==> config.mk <==
export PLATFORM = sky130hd
export DESIGN_NAME = alu_issue_arbiter
export DESIGN_NICKNAME = d
export VERILOG_FILES = /design/src/rtl/alu_issue_arbiter.sv
export SDC_FILE = /design/constraint.sdc
export NUM_CORES = 1
export LEC_CHECK = 0
export CAP_MARGIN = 5
export CORE_AREA = 2 2 333 335
export DETAILED_ROUTE_END_ITERATION = 8
export DIE_AREA = 0 0 335 337
export DONT_BUFFER_PORTS = 1
export PLACE_DENSITY = 0.3
export SYNTH_ARGS = -nofsm -noshare
export SYNTH_HDL_FRONTEND = slang
export SYNTH_SLANG_ARGS = --single-unit
==> constraint.sdc <==
create_clock -name clk -period 5 [get_ports clk]
set_clock_uncertainty 0.2 [all_clocks]
set_input_delay 1 -clock clk [delete_from_list [all_inputs] [get_ports clk]]
set_output_delay 1 -clock clk [all_outputs]
set_load 0.005 [all_outputs]
==> src/rtl/alu_issue_arbiter.sv <==
`default_nettype none
// +----------------------------------------------------------------------------+
// | Module   : alu_issue_arbiter                                               |
// | Purpose  : two-requester ALU issue arbiter with issue and writeback stages |
// | Revision : 1.0  initial release                                            |
// +----------------------------------------------------------------------------+
module alu_issue_arbiter #(
   parameter int PRIO_MODE = 0
) (
   input  logic        clk,
   input  logic        reset_n,

   input  logic        r0_valid,
   output logic        r0_ready,
   input  logic [6:0]  r0_opcode,
   input  logic [6:0]  r0_func7,
   input  logic [2:0]  r0_func3,
   input  logic [63:0] r0_rs1,
   input  logic [63:0] r0_rs2,
   input  logic [63:0] r0_pc,
   input  logic [19:0] r0_imm,
   input  logic [4:0]  r0_rd_indx,

   input  logic        r1_valid,
   output logic        r1_ready,
   input  logic [6:0]  r1_opcode,
   input  logic [6:0]  r1_func7,
   input  logic [2:0]  r1_func3,
   input  logic [63:0] r1_rs1,
   input  logic [63:0] r1_rs2,
   input  logic [63:0] r1_pc,
   input  logic [19:0] r1_imm,
   input  logic [4:0]  r1_rd_indx,

   output logic [6:0]  alu_opcode,
   output logic [6:0]  alu_func7,
   output logic [2:0]  alu_func3,
   output logic [63:0] alu_rs1,
   output logic [63:0] alu_rs2,
   output logic [19:0] alu_imm,
   output logic [63:0] alu_pc,
   output logic [4:0]  alu_rd_indx,
   output logic        alu_valid,

   input  logic [63:0] alu_rd,
   input  logic        alu_o_valid,
   input  logic [4:0]  alu_o_rd_indx,

   output logic        wb_valid,
   input  logic        wb_ready,
   output logic [4:0]  wb_rd_indx,
   output logic [63:0] wb_data,
   output logic        wb_src,
   output logic        busy
);

   logic        iss_valid;
   logic        iss_src;
   logic        grant0;
   logic        grant1;
   logic        res_free;
   logic        iss_free;
   logic        xfer0;
   logic        xfer1;
   logic        xfer;

   assign res_free = !wb_valid || wb_ready;
   assign iss_free = !iss_valid || res_free;
   assign r0_ready = grant0 && iss_free;
   assign r1_ready = grant1 && iss_free;
   assign xfer0    = r0_valid && r0_ready;
   assign xfer1    = r1_valid && r1_ready;
   assign xfer     = xfer0 || xfer1;

   generate
      if (PRIO_MODE == 1) begin : g_fixed
         always_comb begin
            grant0 = r0_valid;
            grant1 = r1_valid && !r0_valid;
         end
      end else begin : g_rr
         // last_grant: 1 means requester 1 won the most recent transfer
         logic last_grant;

         always_comb begin
            grant0 = r0_valid && (!r1_valid || last_grant);
            grant1 = r1_valid && (!r0_valid || !last_grant);
         end

         always_ff @(posedge clk or negedge reset_n) begin
            if (!reset_n) begin
               last_grant <= 1'b1;
            end else if (xfer) begin
               last_grant <= xfer1;
            end
         end
      end
   endgenerate

   always_ff @(posedge clk or negedge reset_n) begin
      if (!reset_n) begin
         iss_valid   <= 1'b0;
         iss_src     <= 1'b0;
         alu_opcode  <= '0;
         alu_func7   <= '0;
         alu_func3   <= '0;
         alu_rs1     <= '0;
         alu_rs2     <= '0;
         alu_imm     <= '0;
         alu_pc      <= '0;
         alu_rd_indx <= '0;
      end else if (xfer) begin
         iss_valid   <= 1'b1;
         iss_src     <= xfer1;
         alu_opcode  <= xfer1 ? r1_opcode  : r0_opcode;
         alu_func7   <= xfer1 ? r1_func7   : r0_func7;
         alu_func3   <= xfer1 ? r1_func3   : r0_func3;
         alu_rs1     <= xfer1 ? r1_rs1     : r0_rs1;
         alu_rs2     <= xfer1 ? r1_rs2     : r0_rs2;
         alu_imm     <= xfer1 ? r1_imm     : r0_imm;
         alu_pc      <= xfer1 ? r1_pc      : r0_pc;
         alu_rd_indx <= xfer1 ? r1_rd_indx : r0_rd_indx;
      end else if (res_free) begin
         iss_valid   <= 1'b0;
      end
   end

   assign alu_valid = iss_valid;

   // Writes to x0 retire here without ever raising wb_valid
   always_ff @(posedge clk or negedge reset_n) begin
      if (!reset_n) begin
         wb_valid   <= 1'b0;
         wb_rd_indx <= '0;
         wb_data    <= '0;
         wb_src     <= 1'b0;
      end else if (iss_valid && res_free) begin
         wb_valid   <= alu_o_valid && (alu_o_rd_indx != 5'd0);
         wb_rd_indx <= alu_o_rd_indx;
         wb_data    <= alu_rd;
         wb_src     <= iss_src;
      end else if (wb_ready) begin
         wb_valid   <= 1'b0;
      end
   end

   assign busy = iss_valid || wb_valid;

endmodule
`default_nettype wire

; Word-level counts from Yosys, hierarchy flattened
; Index checks and enable logic that the tools add are counted.
[word_totals]
output_inout_bits = 309
ff_bits = 308
inputBits = 543
word_cells = 49
[classes]
n_mux = 12
n_reduce_logical = 22
[op_table]
columns = cell, n
row1 = two-way mux 64 bit, 3
row2 = two-way mux 20 bit, 1
row3 = two-way mux 7 bit, 2
row4 = logical AND 1 bit, 8
row5 = logical OR 1 bit, 6
row6 = zero test 1 bit, 5
row7 = two-way mux 5 bit, 1
row8 = nonzero test 5 bit, 1
row9 = two-way mux 1 bit, 4
row10 = nonzero test 2 bit, 2
row11 = two-way mux 3 bit, 1

; Logic depth before layout (Yosys ltp)
[depth]
depth_word = 7
depth_mapped = 7
depth_no_buf = 3

; Worst setup path after synthesis
; No wires, ideal clock.
[synth_timing]
path_kind = input -> output
startpoint = input port wb_ready
endpoint = output port r1_ready
t_required_ps = 3800
arrival_time_ps = 1790
slack_ps = 2010
n_path_buf = 3
stages = 5
cell_sequence = and3b_1 buf_4 buf_6 buf_2 nor2_1
[synth_between]
elab_chain_len = 3
[synth_lines]
columns = item, line_no
row1 = start: declaration, 50  ; input logic wb_ready,
row2 = logical OR 1 bit, 67  ; assign res_free = !wb_valid || wb_ready;
row3 = logical OR 1 bit, 68  ; assign iss_free = !iss_valid || res_free;
row4 = logical AND 1 bit, 70  ; assign r1_ready = grant1 && iss_free;
row5 = end: declaration, 25  ; output logic r1_ready,
; Every way passes these cells.

; Worst setup path after layout
[layout_timing]
startpoint = register iss_valid (netlist: alu_valid)
endpoint = output port r1_ready
[layout_between]
elab_chain_len = 3
[layout_lines]
columns = item, line_no
row1 = start: declaration, 57  ; logic iss_valid;
row2 = start signal: assignment, 102  ; iss_valid <= 1'b0;
row3 = start signal: assignment, 113  ; iss_valid <= 1'b1;
row4 = start signal: assignment, 124  ; iss_valid <= 1'b0;
row5 = zero test 1 bit, 68
row6 = logical OR 1 bit, 68
row7 = logical AND 1 bit, 70
; Every way passes these cells.

==> metrics.txt <==
Final setup viols=0; CP startpoint kind=flip-flop; most used routing layer=met2; Power, Total=0.00784 W; DRT Wirelength=62500 µm; Worst slew margin=0.366; Crit Path Class=reg -> out; crit path time final=3.40 ns; Slew @ Worst Pin=0.951 ns; Crit. Startpoint=alu_valid; Detail Placement HPWL=43400 µm; Worst-path clk slew=0.06 ns; nets@finish=1710; post-DR wirelength/cell=23.8 µm; outcome=finished, violations left; pre-CTS setup slack=1.69 ns; clk_lat worst skew=0.58 ns; max-cap violations=0; Synth Area per Inst=11.9 µm²; Setup TNS Final=0 ns; CP endpoint kind=primary output; Die Height=337 µm; area grow syn2layout=18.4%; unrepaired setup endpoints after global routing=false; failing checks=negative hold slack; global-route wire length before repair=87100 µm; most frequent cells in the layout=dfrtp_1, o21ai_0, a211oi_1, a2bb2oi_1, a2bb2oi_2; row count=122; share of cells above drive strength 1=0.224; Worst EP arrival=2.20 ns; Initial Utilization=0.137; IR drop worst, VDD=0.218 mV; Num CTS Buffers=41; register area share after synthesis=0.513; GRT Resource Usage Total=0.103; CTS tree=yes; Crit path required time=3.80 ns; Core Box Area=110000 µm²; crit share post-route=0.681; Synth cell types=26; Min Hold Slack=-0.0823 ns; most common cell after layout, fill and taps aside=dfrtp_1; largest net degree at the start of global routing=309; die area=113000 µm²; CP max FO=32; die width=335 µm; CTS HTree Levels=2; drt drc=0; initial antenna violation count=15; yosys warns=0; PwrDens=441 nW/µm²; Fin. Hold Viols=42; Post-DRT Antenna Nets=0; Synth Instances=1261; I/O pins=852; fill count=12200; Yosys reg bits=308; Syn Nets=1804; met2 usage=0.177; achievable frequency=0.294 GHz; input/output buffers=0; met3 Use GR=0.0387; Root Driver=clkbuf_16; Iteration-0 DRC Markers=442; worst hold path class=in -> async; Remaining Overflow, GRT=0; met1 usage in global routing=0.117; Post-CTS Setup Inserts=0; GPL Wtd Cong=0.761; PostCTS Resize Cnt=0; Via Count=11100; clk buf depth=3; post-route setup slack=1.60 ns; P_leak=6.09 nW; clock sinks=308; Mapped Area=15000 µm²; Max Slew Vio Count=0; Vias/cell=4.24; number of global-route vias before repair=11700; Pre-Repair DR Iteration Count=5; reg-to-reg startpoint=alu_valid
[synthesized netlist by cell type]
cell	instances	area, µm²
dfrtp_1	307	7680
a211oi_1	234	1760
o21ai_0	234	1170
a2bb2oi_1	134	1170
a2bb2oi_2	100	1500
clkbuf_1	77	289
mux2_2	70	788
buf_2	64	320
buf_6	13	146
buf_1	5	18.8
buf_4	3	22.5
nand2_1	3	11.3
a21o_1	2	15.0
nand2b_1	2	12.5
nor2_1	2	7.51
a21bo_2	1	10.0
a21boi_0	1	7.51
and3b_1	1	8.76
dfstp_2	1	26.3
inv_1	1	3.75
nand3_1	1	5.00
nand3b_1	1	7.51
nor2_8	1	20.0
o211ai_1	1	7.51
or2_2	1	6.26
or4_1	1	7.51
[layout make-up]
cell class | instances | area (µm²) | share of cell area
repair buffers | 25 | 325 | 0.0183
multi-input cells | 790 | 6560 | 0.369
diodes | 6 | 15.0 | 0.000844
well taps | 1426 | 1780 | 0.100
clock buffers | 64 | 1270 | 0.0716
flip-flops and latches | 308 | 7710 | 0.433
inverters | 1 | 3.75 | 0.000211
clock inverters | 9 | 126 | 0.00710
[report_power, final]
part / total (W) / internal (W) / switching [W]
Sequential: 0.00341 / 0.00292 / 0.000489
Clock: 0.00311 / 0.00190 / 0.00121
Combinational: 0.00133 / 0.000682 / 0.000644
Total: 0.00784 / 0.00550 / 0.00234
[kinds of logic (layout without fill, tap and decap cells)]
logic type      count (synthesis)  count (layout)  synth area share
compound gates                707             707             0.376
buf+inv                       163              99            0.0533
flops                         308             308             0.513
mux                            70              70            0.0525
other cells                     0               6                 0
simple gates                   13              13           0.00575
[path summary, 6_finish.rpt]
kind,end,cells after the start,slack [ns]
hold / removal,wb_data[41],0,-0.08
max in group asynchronous,alu_rd_indx[4],0,3.89
hold reg to reg,wb_data[36],1,0.33
setup / recovery,r1_ready,2,1.60
setup reg to reg,alu_pc[60],4,2.25
min in group clk,wb_data[36],1,0.33
[sequential cells by signal, summed over array words and instances, names as in the netlist]
| signal | flops |
|---|---|
| wb_src | 1 |
| g_rr.last_grant | 1 |
| alu_func7 | 7 |
| alu_rs1 | 64 |
| wb_data | 64 |
| alu_rd_indx | 5 |
| alu_rs2 | 64 |
| alu_valid | 1 |
| alu_pc | 64 |
| iss_src | 1 |
| wb_valid | 1 |
| alu_opcode | 7 |
| alu_imm | 20 |
| wb_rd_indx | 5 |
| alu_func3 | 3 |
[routing by layer]
metal / wire (µm) / up-vias / share of wire
met2: 31800 / 560 / 0.51
met1: 23400 / 5718 / 0.37
li1: - / 4777 / -
met3: 5690 / 71 / 0.091
met5: 54 / - / 0.00086
met4: 1540 / 8 / 0.025
[metrics by stage]
step / util / std cells / instance area [µm²]
final: 0.162 / 2629 / 17800
after global routing: 0.162 / 2629 / 17800
after CTS: 0.162 / 2623 / 17800
after detailed placement: 0.149 / 2550 / 16400
after global placement: 0.149 / 2550 / 16400
after floorplan: - / 1261 / 15000
[worst max-delay path: stages, from the launching register on]
cell	delay (ns)
dfrtp_1	0.60
and3b_4	0.74
nor2_1	0.26
No activity file was read; power rests on OpenSTA's default activity.
